--- src/rtl/frag_streamer.sv ---
// Batch-to-stream stage: captures INDICES_COUNT fragments and emits them one per valid/ready transfer.
// Optional 'N'-base filter enabled by defining FRAG_N_FILTER_EN.
package proj_pkg;
    localparam int unsigned EXTENDER_FRAG_LEN             = 8;
    localparam int unsigned BASE_LEN                      = 4;
    localparam int unsigned HASHER_EXTENDER_INDICES_COUNT = 4;
endpackage

module frag_streamer #(
    parameter int unsigned FRAG_LEN      = proj_pkg::EXTENDER_FRAG_LEN,
    parameter int unsigned BASE_LEN      = proj_pkg::BASE_LEN,
    parameter int unsigned INDICES_COUNT = proj_pkg::HASHER_EXTENDER_INDICES_COUNT,
    parameter int unsigned MAX_N         = 2,
    parameter int unsigned IDX_W         = (INDICES_COUNT > 1) ? $clog2(INDICES_COUNT) : 1
) (
    input  logic                                           clk,
    input  logic                                           rst_n,
    input  logic                                           in_valid,
    output logic                                           in_ready,
    input  logic [INDICES_COUNT-1:0][FRAG_LEN*BASE_LEN-1:0] in_frags,
    output logic                                           out_valid,
    input  logic                                           out_ready,
    output logic [FRAG_LEN*BASE_LEN-1:0]                   out_frag,
    output logic [IDX_W-1:0]                               out_idx,
    output logic                                           out_last,
    output logic [15:0]                                    drop_count
);
    localparam int unsigned FW = FRAG_LEN * BASE_LEN;

    typedef enum logic {IDLE, EMIT} state_t;

    state_t                   state;
    logic [FW-1:0]            frag_buf [INDICES_COUNT];
    logic [INDICES_COUNT-1:0] mask;
    logic [INDICES_COUNT-1:0] keep;
    logic [IDX_W:0]           cap_first, cap_after, emit_next, emit_after;

    // Returns {found, index} of the lowest set bit of m at or above position from.
    function automatic logic [IDX_W:0] find_set(input logic [INDICES_COUNT-1:0] m,
                                                 input int unsigned from);
        logic [IDX_W:0] r;
        r = '0;
        for (int unsigned i = 0; i < INDICES_COUNT; i++) begin
            if (i >= from && m[i] && !r[IDX_W])
                r = {1'b1, IDX_W'(i)};
        end
        return r;
    endfunction

    // out_idx doubles as the emit pointer; the successor after next is precomputed for out_last.
    always_comb begin
        cap_first  = find_set(keep, 32'd0);
        cap_after  = find_set(keep, 32'(cap_first[IDX_W-1:0]) + 32'd1);
        emit_next  = find_set(mask, 32'(out_idx) + 32'd1);
        emit_after = find_set(mask, 32'(emit_next[IDX_W-1:0]) + 32'd1);
    end

`ifdef FRAG_N_FILTER_EN
    localparam int unsigned NCW = $clog2(FRAG_LEN + 1);
    localparam int unsigned DW  = $clog2(INDICES_COUNT + 1);

    logic [NCW-1:0] ncnt [INDICES_COUNT];
    logic [DW-1:0]  drops;
    logic [16:0]    drop_sum;

    always_comb begin
        drops = '0;
        for (int unsigned i = 0; i < INDICES_COUNT; i++) begin
            ncnt[i] = '0;
            for (int unsigned j = 0; j < FRAG_LEN; j++) begin
                if (in_frags[i][j*BASE_LEN +: BASE_LEN] == '0)
                    ncnt[i] = ncnt[i] + 1'b1;
            end
            keep[i] = (32'(ncnt[i]) <= MAX_N);
            if (!keep[i])
                drops = drops + 1'b1;
        end
    end

    assign drop_sum = {1'b0, drop_count} + 17'(drops);

    always_ff @(posedge clk or negedge rst_n) begin
        if (!rst_n)
            drop_count <= '0;
        else if (state == IDLE && in_valid)
            drop_count <= drop_sum[16] ? 16'hFFFF : drop_sum[15:0];
    end
`else
    localparam int unsigned unused_max_n = MAX_N;

    assign keep       = '1;
    assign drop_count = '0;
`endif

    always_ff @(posedge clk or negedge rst_n) begin
        if (!rst_n) begin
            state     <= IDLE;
            in_ready  <= 1'b1;
            out_valid <= 1'b0;
            out_frag  <= '0;
            out_idx   <= '0;
            out_last  <= 1'b0;
            mask      <= '0;
            for (int unsigned i = 0; i < INDICES_COUNT; i++)
                frag_buf[i] <= '0;
        end else begin
            case (state)
                IDLE: begin
                    if (in_valid) begin
                        for (int unsigned i = 0; i < INDICES_COUNT; i++)
                            frag_buf[i] <= in_frags[i];
                        mask <= keep;
                        // First kept slot is loaded straight from the input so it is valid next cycle.
                        if (cap_first[IDX_W]) begin
                            state     <= EMIT;
                            in_ready  <= 1'b0;
                            out_valid <= 1'b1;
                            out_frag  <= in_frags[cap_first[IDX_W-1:0]];
                            out_idx   <= cap_first[IDX_W-1:0];
                            out_last  <= !cap_after[IDX_W];
                        end
                    end
                end
                EMIT: begin
                    if (out_ready) begin
                        if (out_last) begin
                            state     <= IDLE;
                            in_ready  <= 1'b1;
                            out_valid <= 1'b0;
                        end else begin
                            out_frag <= frag_buf[emit_next[IDX_W-1:0]];
                            out_idx  <= emit_next[IDX_W-1:0];
                            out_last <= !emit_after[IDX_W];
                        end
                    end
                end
                default: state <= IDLE;
            endcase
        end
    end
endmodule
--- config.mk ---
export PLATFORM = sky130hd
export DESIGN_NAME = frag_streamer
export DESIGN_NICKNAME = d
export VERILOG_FILES = /design/src/rtl/frag_streamer.sv
export SDC_FILE = /design/constraint.sdc
export NUM_CORES = 1
export LEC_CHECK = 0
export ABC_AREA = 1
export CAP_MARGIN = 40
export CELL_PAD_IN_SITES_DETAIL_PLACEMENT = 0
export CELL_PAD_IN_SITES_GLOBAL_PLACEMENT = 2
export CORE_UTILIZATION = 28
export CTS_CLUSTER_DIAMETER = 200
export DETAILED_ROUTE_END_ITERATION = 8
export MAX_ROUTING_LAYER = met4
export PLACE_DENSITY = 0.8
export RECOVER_POWER = 50
export SKIP_LAST_GASP = 1
export SLEW_MARGIN = 0
export SYNTH_ARGS = -nofsm -noshare
export SYNTH_HDL_FRONTEND = slang
export SYNTH_SLANG_ARGS = --single-unit
--- constraint.sdc ---
create_clock -name clk -period 1.5 [get_ports clk]
set_clock_uncertainty 0.05 [all_clocks]
set_input_delay 0.3 -clock clk [delete_from_list [all_inputs] [get_ports clk]]
set_output_delay 0.3 -clock clk [all_outputs]
set_load 0.02 [all_outputs]
Word-level counts from Yosys, hierarchy flattened
Cells that the tools add are included.

Add/sub/neg operators: 2. $lt $le $gt $ge: 9. Equality and inequality tests: 4. Mux-type cells: 34. Bitwise gates (word level): 2. Reduce and logical (&&, ||, !) cells: 25.

Operators by type and width (count): 2-to-1 mux 32 bit (5); binary-select mux 32 bit (select 2 bit) (1); one-hot mux 32 bit (2 select lines) (1); 2-to-1 mux 3 bit (7); logical AND 1 bit (14); >= comparator 1 x 3 -> 1 bit (first input constant) (4); >= comparator 2 x 3 -> 1 bit (first input constant) (4); 2-to-1 mux 1 bit (11); 2-to-1 mux 2 bit (4); != test 2 bit (second input constant) (4); one-hot mux 1 bit (2 select lines) (4); zero test 1 bit (7); adder 2 x 1 -> 3 bit (second input constant) (2); AND reduction 3 bit (2); one-hot mux 2 bit (2 select lines) (1); AND reduction 2 bit (2); >= comparator 3 bit (second input constant) (1); NOT 2 -> 3 bit (1); NOT 1 bit (1).

Bits in registers: 167. Output and inout port bits: 53. Logic and storage cells: 87.

Longest topological paths before layout
Gate-level depths: netlist of run 1.

Depth after elaboration: 30. Depth in mapped cells: 10. Gate-level depth less buffers: 8.

Worst setup path after synthesis of run 1
No wires, ideal clock.

Path kind: register -> register. From: reg out_idx[0]. To: reg out_frag[8]. Library setup time: 116 ps. Arrival: 1328 ps. Slack: 6 ps. Stages on the path, launching flop included: 10. Buffers on the path: 2. Clock period less this slack: 1494 ps. Cell sequence: dfrtp_1 inv_1 nand3_2 buf_2 buf_2 nand3_1 nand3_1 nand3_1 nand2_1 nand2_1.

Word-level cells in the longest chain between the ends: 20.

RTL lines: start, declared (line 24) `output logic [IDX_W-1:0] out_idx,`; start signal, assigned (line 119) `out_idx <= cap_first[IDX_W-1:0];`; start signal, assigned (line 132) `out_idx <= emit_next[IDX_W-1:0];`; adder 2 x 1 -> 3 bit (*) (line 54) `emit_next = find_set(mask, 32'(out_idx) + 32'd1);`; >= comparator 1 x 3 -> 1 bit (line 44) `if (i >= from && m[i] && !r[IDX_W])`; logical AND 1 bit (line 44); 2-to-1 mux 3 bit (line 44); zero test 1 bit (line 44); logical AND 1 bit (line 44); 2-to-1 mux 3 bit (line 44); zero test 1 bit (line 44); [3 not listed]; logical AND 1 bit (line 44); 2-to-1 mux 2 bit (*) (line 44); NOT 2 -> 3 bit (not written as such) (*) (line 131) `out_frag <= frag_buf[emit_next[IDX_W-1:0]];`; binary-select mux 32 bit (select 2 bit) (*) (line 131); 2-to-1 mux 32 bit (not written as such) (*) (2 in a row) (line 131); 2-to-1 mux 32 bit (*) (line 126) `if (out_last) begin`; 2-to-1 mux 32 bit (*) (line 125) `if (out_ready) begin`; one-hot mux 32 bit (2 select lines) (*) (line 107) `case (state)`; end signal, assigned (line 118) `out_frag <= in_frags[cap_first[IDX_W-1:0]];`; end signal, assigned (line 131); end, declared (line 23) `output logic [FRAG_LEN*BASE_LEN-1:0] out_frag,`.

Mark *: on every way between the ends. The rest lies on a longest branch, timed or not. The select of a mux whose other input is x is not followed. A chain may end at the register's enable or synchronous reset.

Final worst setup path of run 1
From: reg out_idx[0]. To: reg out_frag[1].

The elaborated chain is that of the path after synthesis.

==> results of run 1 <==
==> what timing repair did <==
item,4_1_cts,5_1_grt
setup endpoints to repair,69,56
cloned,3,6
hold endpoints to repair,29,0
hold buffers,1,0
setup buffers,5,2
gates resized for setup,95,107
pin swaps,1,38
==> layout make-up <==
cell class	count	area share [%]
sequential	167	36.0
tap	378	4.07
multi-input combinational	706	29.8
inverter	113	3.72
timing repair buffer	235	21.4
clock buffer	18	3.69
clock inverter	14	1.28
==> cells in the mapped netlist (all sizes together) <==
library cell	number	area, um2
nor2	69	259
nand3b	24	180
o21ai	107	539
dfstp	1	26.3
buf	65	387
clkinv	1	3.75
nand2	346	1300
or2	1	6.26
dfrtp	166	4150
conb	1	3.75
o32ai	1	8.76
inv	112	420
clkbuf	20	75.1
a21oi	1	5.00
nand3	140	706
==> metrics by stage <==
stage | instance area [um2] | TNS, ns | power, mW | setup slack [ns] | hold slack [ns]
floorplan | 8130 | 0 | 15.3 | 0.00576 | -0.0456
global placement | 10500 | -36.27 | 19.9 | -0.288 | 0.243
detailed placement | 10500 | -39.96 | 20.0 | -0.316 | 0.241
CTS | 11300 | -2.95 | 25.4 | -0.150 | 0.348
global route | 11600 | -5.21 | 28.6 | -0.215 | 0.362
finish | 11600 | -2.48 | 26.4 | -0.124 | 0.366
==> sequential cells by signal (all words and copies together) (netlist names) <==
signal and cells:
out_valid 1, mask 1, out_frag 32, out_idx 2
frag_buf 128, out_last 1, in_ready 1, state 1
==> power groups by stage <==
stage	logic, mW	clock network (mW)	registers, mW
floorplan	7.28	0	8.00
global placement	12.3	0	7.63
detailed placement	12.4	0	7.64
CTS	13.3	4.55	7.57
global route	16.1	4.75	7.80
finish	14.4	4.41	7.54
==> worst max-delay path: stages (launching register included) <==
cell      delay (ns)
dfrtp_1         0.40
buf_6           0.14
nor2_2          0.13
nand2_4         0.12
buf_6           0.17
buf_12          0.15
nand3b_1        0.11
nand3_2         0.08
nand3_2         0.08
nand2_1         0.06
nand2_1         0.07
==> cells by family after synthesis <==
family	count (synthesis)	synth area share (%)
AOI/OAI and AO/OA	109	6.85
buffers and inverters	198	11.0
DFF	167	51.8
other	1	0.0464
and+or+nand+nor	580	30.4
==> path summary, 6_finish.rpt <==
path | slack (ns) | start | endpoint | depth (start not counted)
max | -0.12 | out_idx[0] | out_frag[1] | 10
min | 0.37 | in_frags[75] | frag_buf[43] | 3
max reg2reg | -0.12 | out_idx[0] | out_frag[1] | 10
min reg2reg | 0.41 | frag_buf[38] | frag_buf[38] | 2
max in group asynchronous | 0.12 | rst_n | out_frag[7] | 3
min in group asynchronous | 0.42 | rst_n | frag_buf[80] | 2
==> per-layer routing <==
metal  global-route usage (%)  routed length [um]
met5                        -                   0
met4                     4.92                 512
met3                     2.58                 996
met2                     29.0               12000
met1                     24.6               12400
==> results.yml, run 1 <==
sta:
  finalSetupViolCount: 33
  slew_headroom_pct: 56.3
  layout_setup_ws_ns: -0.124
  max_freq_mhz: 616
  rsz0062_at_grt: "true"
  worstMarginPinSlew_ns: 0.655
  slew_violations: 0
  period_share_pct: 108
  hold_viol: 0
  fin_crit_ns: 1.62
yosys:
  synthCells: 1055
  ys_seq_elements: 167
  yosysUniqueCellTypes: 20
  ys_warn_count: 0
  synth_seq_area_share_pct: 51.8
  netlist_area_um2: 8080
  synth_area_per_cell_um2: 7.65
detailed_routing:
  drt_iter0_drc: 418
  wl_per_cell_um: 15.9
  drt-pass1-iter-count: 5
  drc: 0
  ant_nets: 0
  wirelength_um: 25900
  drt-vias-per-instance: 4.49
  vias: 7316
power_and_ir_drop:
  powerDensity_nw_per_um2: 2270
  pwr-share-clk_pct: 16.7
  pwr-share-seq_pct: 28.6
  switchingPower_mw: 11.3
  leakage_nw: 5.58
  pwr-share-comb_pct: 54.6
  max-vdd-ir-drop_uv: 907
  internal_power_mw: 15.0
  swShare_pct: 43.0
worst_setup_path:
  crit_fanout: 16
  critPathLaunchType: "flop"
  end_kind: "flop"
  cp_data_arrival_time_ns: 1.94
  path_class: "reg2reg"
  crit_required_ns: 1.81
layout:
  post-route-util_pct: 41.4
  final_cell_mix: "313 x nand2_1, 164 x dfrtp_1, 130 x clkdlybuf4s50_1, 110 x inv_1, 106 x o21ai_0"
  drive_gt1_share_pct: 16.3
  syn_to_final_growth_pct: 43.8
  nets: 1372
  ff_latch_area_um2: 4180
  multi_input_area_um2: 3460
  mostFrequentLayoutCell: "nand2_1"
  nFillCells: 2952
  n_antenna_cell: 0
  stdcell_count: 1631
placed_design:
  hpwl_um: 16600
  place_congestion: 0.791
  port_buffers: 168
  place_inst: 1585
global_routing:
  grtUsageTotal_pct: 18.3
  grt_pass1_vias: 7154
  grt_pass1_wl_um: 40000
  grt_max_degree: 43
  grt-ovfl-total: 0
  antenna_found_initial: 0
die:
  die_w_um: 172
  dieHeight_um: 172
  ios: 185
  num_rows: 61
  core_area_um2: 28100
  floorplan.initialDensity_pct: 28.8
  die_area_um2: 29500
job:
  max_cap_viol_count: 0
clock_network:
  clk_latency_ns: 0.42
  clk_pin_slew_ns: 0.07
  cts_made_buffers: 17
  cts_buffer_depth: 2
  cts-root-buf: "clkbuf_16"
  clock-sinks: 167
  tritoncts: "yes"
  h-tree-depth: 4
run_status:
  outcome: "complete, but fails checks"
  failed_checks: "setup timing"
hold_path:
  hp-class: "in2reg"
Note: power is estimated with default switching activity, not from simulation.
==> inputs of run 2 (changes only) <==
Settings changed: CORE_UTILIZATION 28 to 36, DONT_BUFFER_PORTS set to 1, PLACE_DENSITY 0.8 to 0.81.
==> run 2 against run 1 <==
  * The run ends with hold timing, setup timing left
  * Worst setup slack improved by 0.031 ns
  * Design area decreased by 7.1%
  * Sequential power increased by 9.2%
  * Sequential cell count unchanged
  * Global-route usage increased by 3.7 points
  * Critical endpoint is now out_idx[1]
  * Largest cell class unchanged
==> results.yml, run 2 (same netlist as run 1, synthesis figures left out) <==
worst_setup_path:
  max_stage_delay_ns: 0.43
  crit_required_ns: 1.15
  critPathLaunchType: "flop"
  rrSetupSlack_ns: -0.08
  crit_fanout: 3
  worstRegToRegCells: 9
  crit_chain: "buf_12, buf_4, buf_8"
  cp_data_arrival_time_ns: 1.24
  cpMaxStageDelayCell: "dfrtp_1"
  cp.depth: 3
  worstSetupStartpoint: "out_idx[1]"
  r2r_end: "out_frag[2]"
  cp_top_family: "flip-flops"
  path_class: "reg2out"
  setup.worst_path.end: "out_idx[1]"
  critPathBufInv: 3
  end_kind: "output port"
  rr_startpoint: "out_idx[1]"
global_routing:
  grtUsageTotal_pct: 22.1
  grtUsageMet2_pct: 33.2
  grt_max_degree: 168
  grt-ovfl-total: 0
  grt_pass1_vias: 6880
  antenna_found_initial: 1
  met3_usage_pct: 4.28
  use_met1_pct: 30.0
  grt_pass1_wl_um: 37400
  top_usage_layer: "met2"
layout:
  drive_gt1_share_pct: 9.38
  mostFrequentLayoutCell: "nand2_1"
  nFillCells: 2150
  final_cell_area_um2: 10800
  nets: 1316
  multi_input_area_um2: 3220
  top_register: "frag_buf"
  reg.largest.list: "frag_buf x128, out_frag x32, out_idx x2"
  syn_to_final_growth_pct: 33.6
  ff_latch_area_um2: 4180
  largest_reg_flops: 128
  final_cell_mix: "335 x nand2_1, 164 x dfrtp_1, 129 x dlygate4sd3_1, 127 x nand3_1, 111 x inv_1"
detailed_routing:
  wl_per_cell_um: 16.4
  drt-vias-per-instance: 4.79
  drt_iter0_drc: 388
  drt-pass1-iter-count: 5
  ant_nets: 0
  vias: 7071
  wirelength_um: 24200
  drc: 0
placed_design:
  place_congestion: 0.737
  place_area_um2: 8580
  dp_slack_ns: -0.0912
  hpwl_um: 14800
  port_buffers: 0
power_and_ir_drop:
  switchingPower_mw: 10.3
  pwr-share-clk_pct: 18.7
  powerDensity_nw_per_um2: 2280
  swShare_pct: 41.9
  leakage_nw: 5.29
  internal_power_mw: 14.3
  pwr-share-seq_pct: 33.4
  power_mw: 24.6
  pwr-share-comb_pct: 47.9
  max-vdd-ir-drop_uv: 971
sta:
  fin_hold_ws_ns: -0.481
  rsz0062_at_grt: "true"
  slew_violations: 0
  finalSetupViolCount: 78
  layout_setup_ws_ns: -0.0930
  hold_viol: 167
  fin_setup_tns_ns: -2.53
  max_freq_mhz: 628
  fin_crit_ns: 1.59
  period_share_pct: 106
clock_network:
  clk_latency_ns: 0.42
  h-tree-depth: 4
  cts-root-buf: "clkbuf_16"
  cts_buffer_depth: 2
  cts_made_buffers: 17
  hold_buffers: 129
  clk_pin_slew_ns: 0.06
  clock-sinks: 167
  tritoncts: "yes"
job:
  max_cap_viol_count: 0
run_status:
  failed_checks: "hold timing, setup timing"
  outcome: "complete, but fails checks"
die:
  ios: 185
  core_area_um2: 21900
  num_rows: 54
  floorplan.initialDensity_pct: 36.9
  dieHeight_um: 152
  die_area_um2: 23000
  die_w_um: 152
hold_path:
  hp-class: "in2async"
[run 2: cell types whose count changed in the layout (fill, tap and decap cells not counted), sizes merged]
| cell | before | now |
|---|---|---|
| nand2 | 347 | 346 |
| clkdlybuf4s50 | 130 | 0 |
| dlygate4sd2 | 1 | 0 |
| dlygate4sd3 | 1 | 129 |
| bufinv | 2 | 4 |
| diode | 0 | 1 |
| clkinv | 7 | 6 |
| clkinvlp | 3 | 0 |
| clkbuf | 46 | 24 |
| buf | 55 | 47 |
| clkdlybuf4s15 | 20 | 0 |
| inv | 115 | 112 |
[run 2: how the worst min path moves through the flow]
| stage | endpoint | startpoint | slack, ns | cells after the start |
|---|---|---|---|---|
| final | out_frag[23] | rst_n | -0.48 | 0 |
| after global routing | out_frag[23] | rst_n | -0.51 | 0 |
| after CTS | out_frag[23] | rst_n | -0.50 | 0 |
| after detailed placement | out_frag[23] | rst_n | -0.04 | 0 |
| after global placement | out_frag[23] | rst_n | -0.04 | 0 |
| after floorplan | frag_buf[0] | rst_n | -0.05 | 0 |
[run 2: worst reg2reg max path: stages, from the launching register on]
cell and delay, ns:
dfrtp_1 0.43, buf_12 0.13, nand3_4 0.15, nand2_8 0.20
clkbuf_16 0.20, nand2_1 0.06, nand3_1 0.07, nand3_1 0.08
nand2_1 0.07, nand2_1 0.05
[run 2: stage by stage]
step | util, % | instances | hold WS, ns
3_5_place_dp | 39.2 | 1307 | -0.0409
3_3_place_gp | 39.2 | 1307 | -0.0405
5_1_grt | 49.3 | 1475 | -0.507
2_1_floorplan | - | 1070 | -0.0456
4_1_cts | 48.1 | 1467 | -0.502
6_report | 49.3 | 1475 | -0.481
[run 2: power by group through the flow]
stage / combinational, mW / sequential (mW) / clock, mW
after global placement: 10.3 / 8.27 / 0
final: 11.8 / 8.23 / 4.60
after floorplan: 7.28 / 8.00 / 0
after detailed placement: 10.3 / 8.32 / 0
after CTS: 10.9 / 8.25 / 4.70
after global routing: 13.4 / 8.48 / 4.92
[run 2: layout make-up]
| class | count | share of cell area, % |
|---|---|---|
| Sequential cell | 167 | 38.8 |
| Multi-Input combinational cell | 705 | 29.9 |
| Timing Repair Buffer | 180 | 18.6 |
| Clock buffer | 20 | 4.14 |
| Inverter | 113 | 3.97 |
| Tap cell | 280 | 3.25 |
| Clock inverter | 9 | 1.41 |
| Antenna cell | 1 | 0.0232 |
[run 2: per-layer routing]
metal	routed length (um)	share of wire [%]	up-vias
met2	11000	45	191
met4	274	1.1	0
li1	-	-	3524
met3	1360	5.6	20
met1	11600	48	3336
met5	0	0	-
[run 2: repair_timing]
action	CTS	global route
endpoints found under the setup margin	53	69
cloned	1	4
gates resized for setup	5	36
buffers inserted	1	3
pin swaps	2	6
hold endpoints to repair	297	167
==> inputs of run 3 (changes only) <==
Settings changed: CTS_CLUSTER_SIZE set to 12.
==> results of run 3 <==
The final DEF is identical to that of run 2; final timing and power are the same.
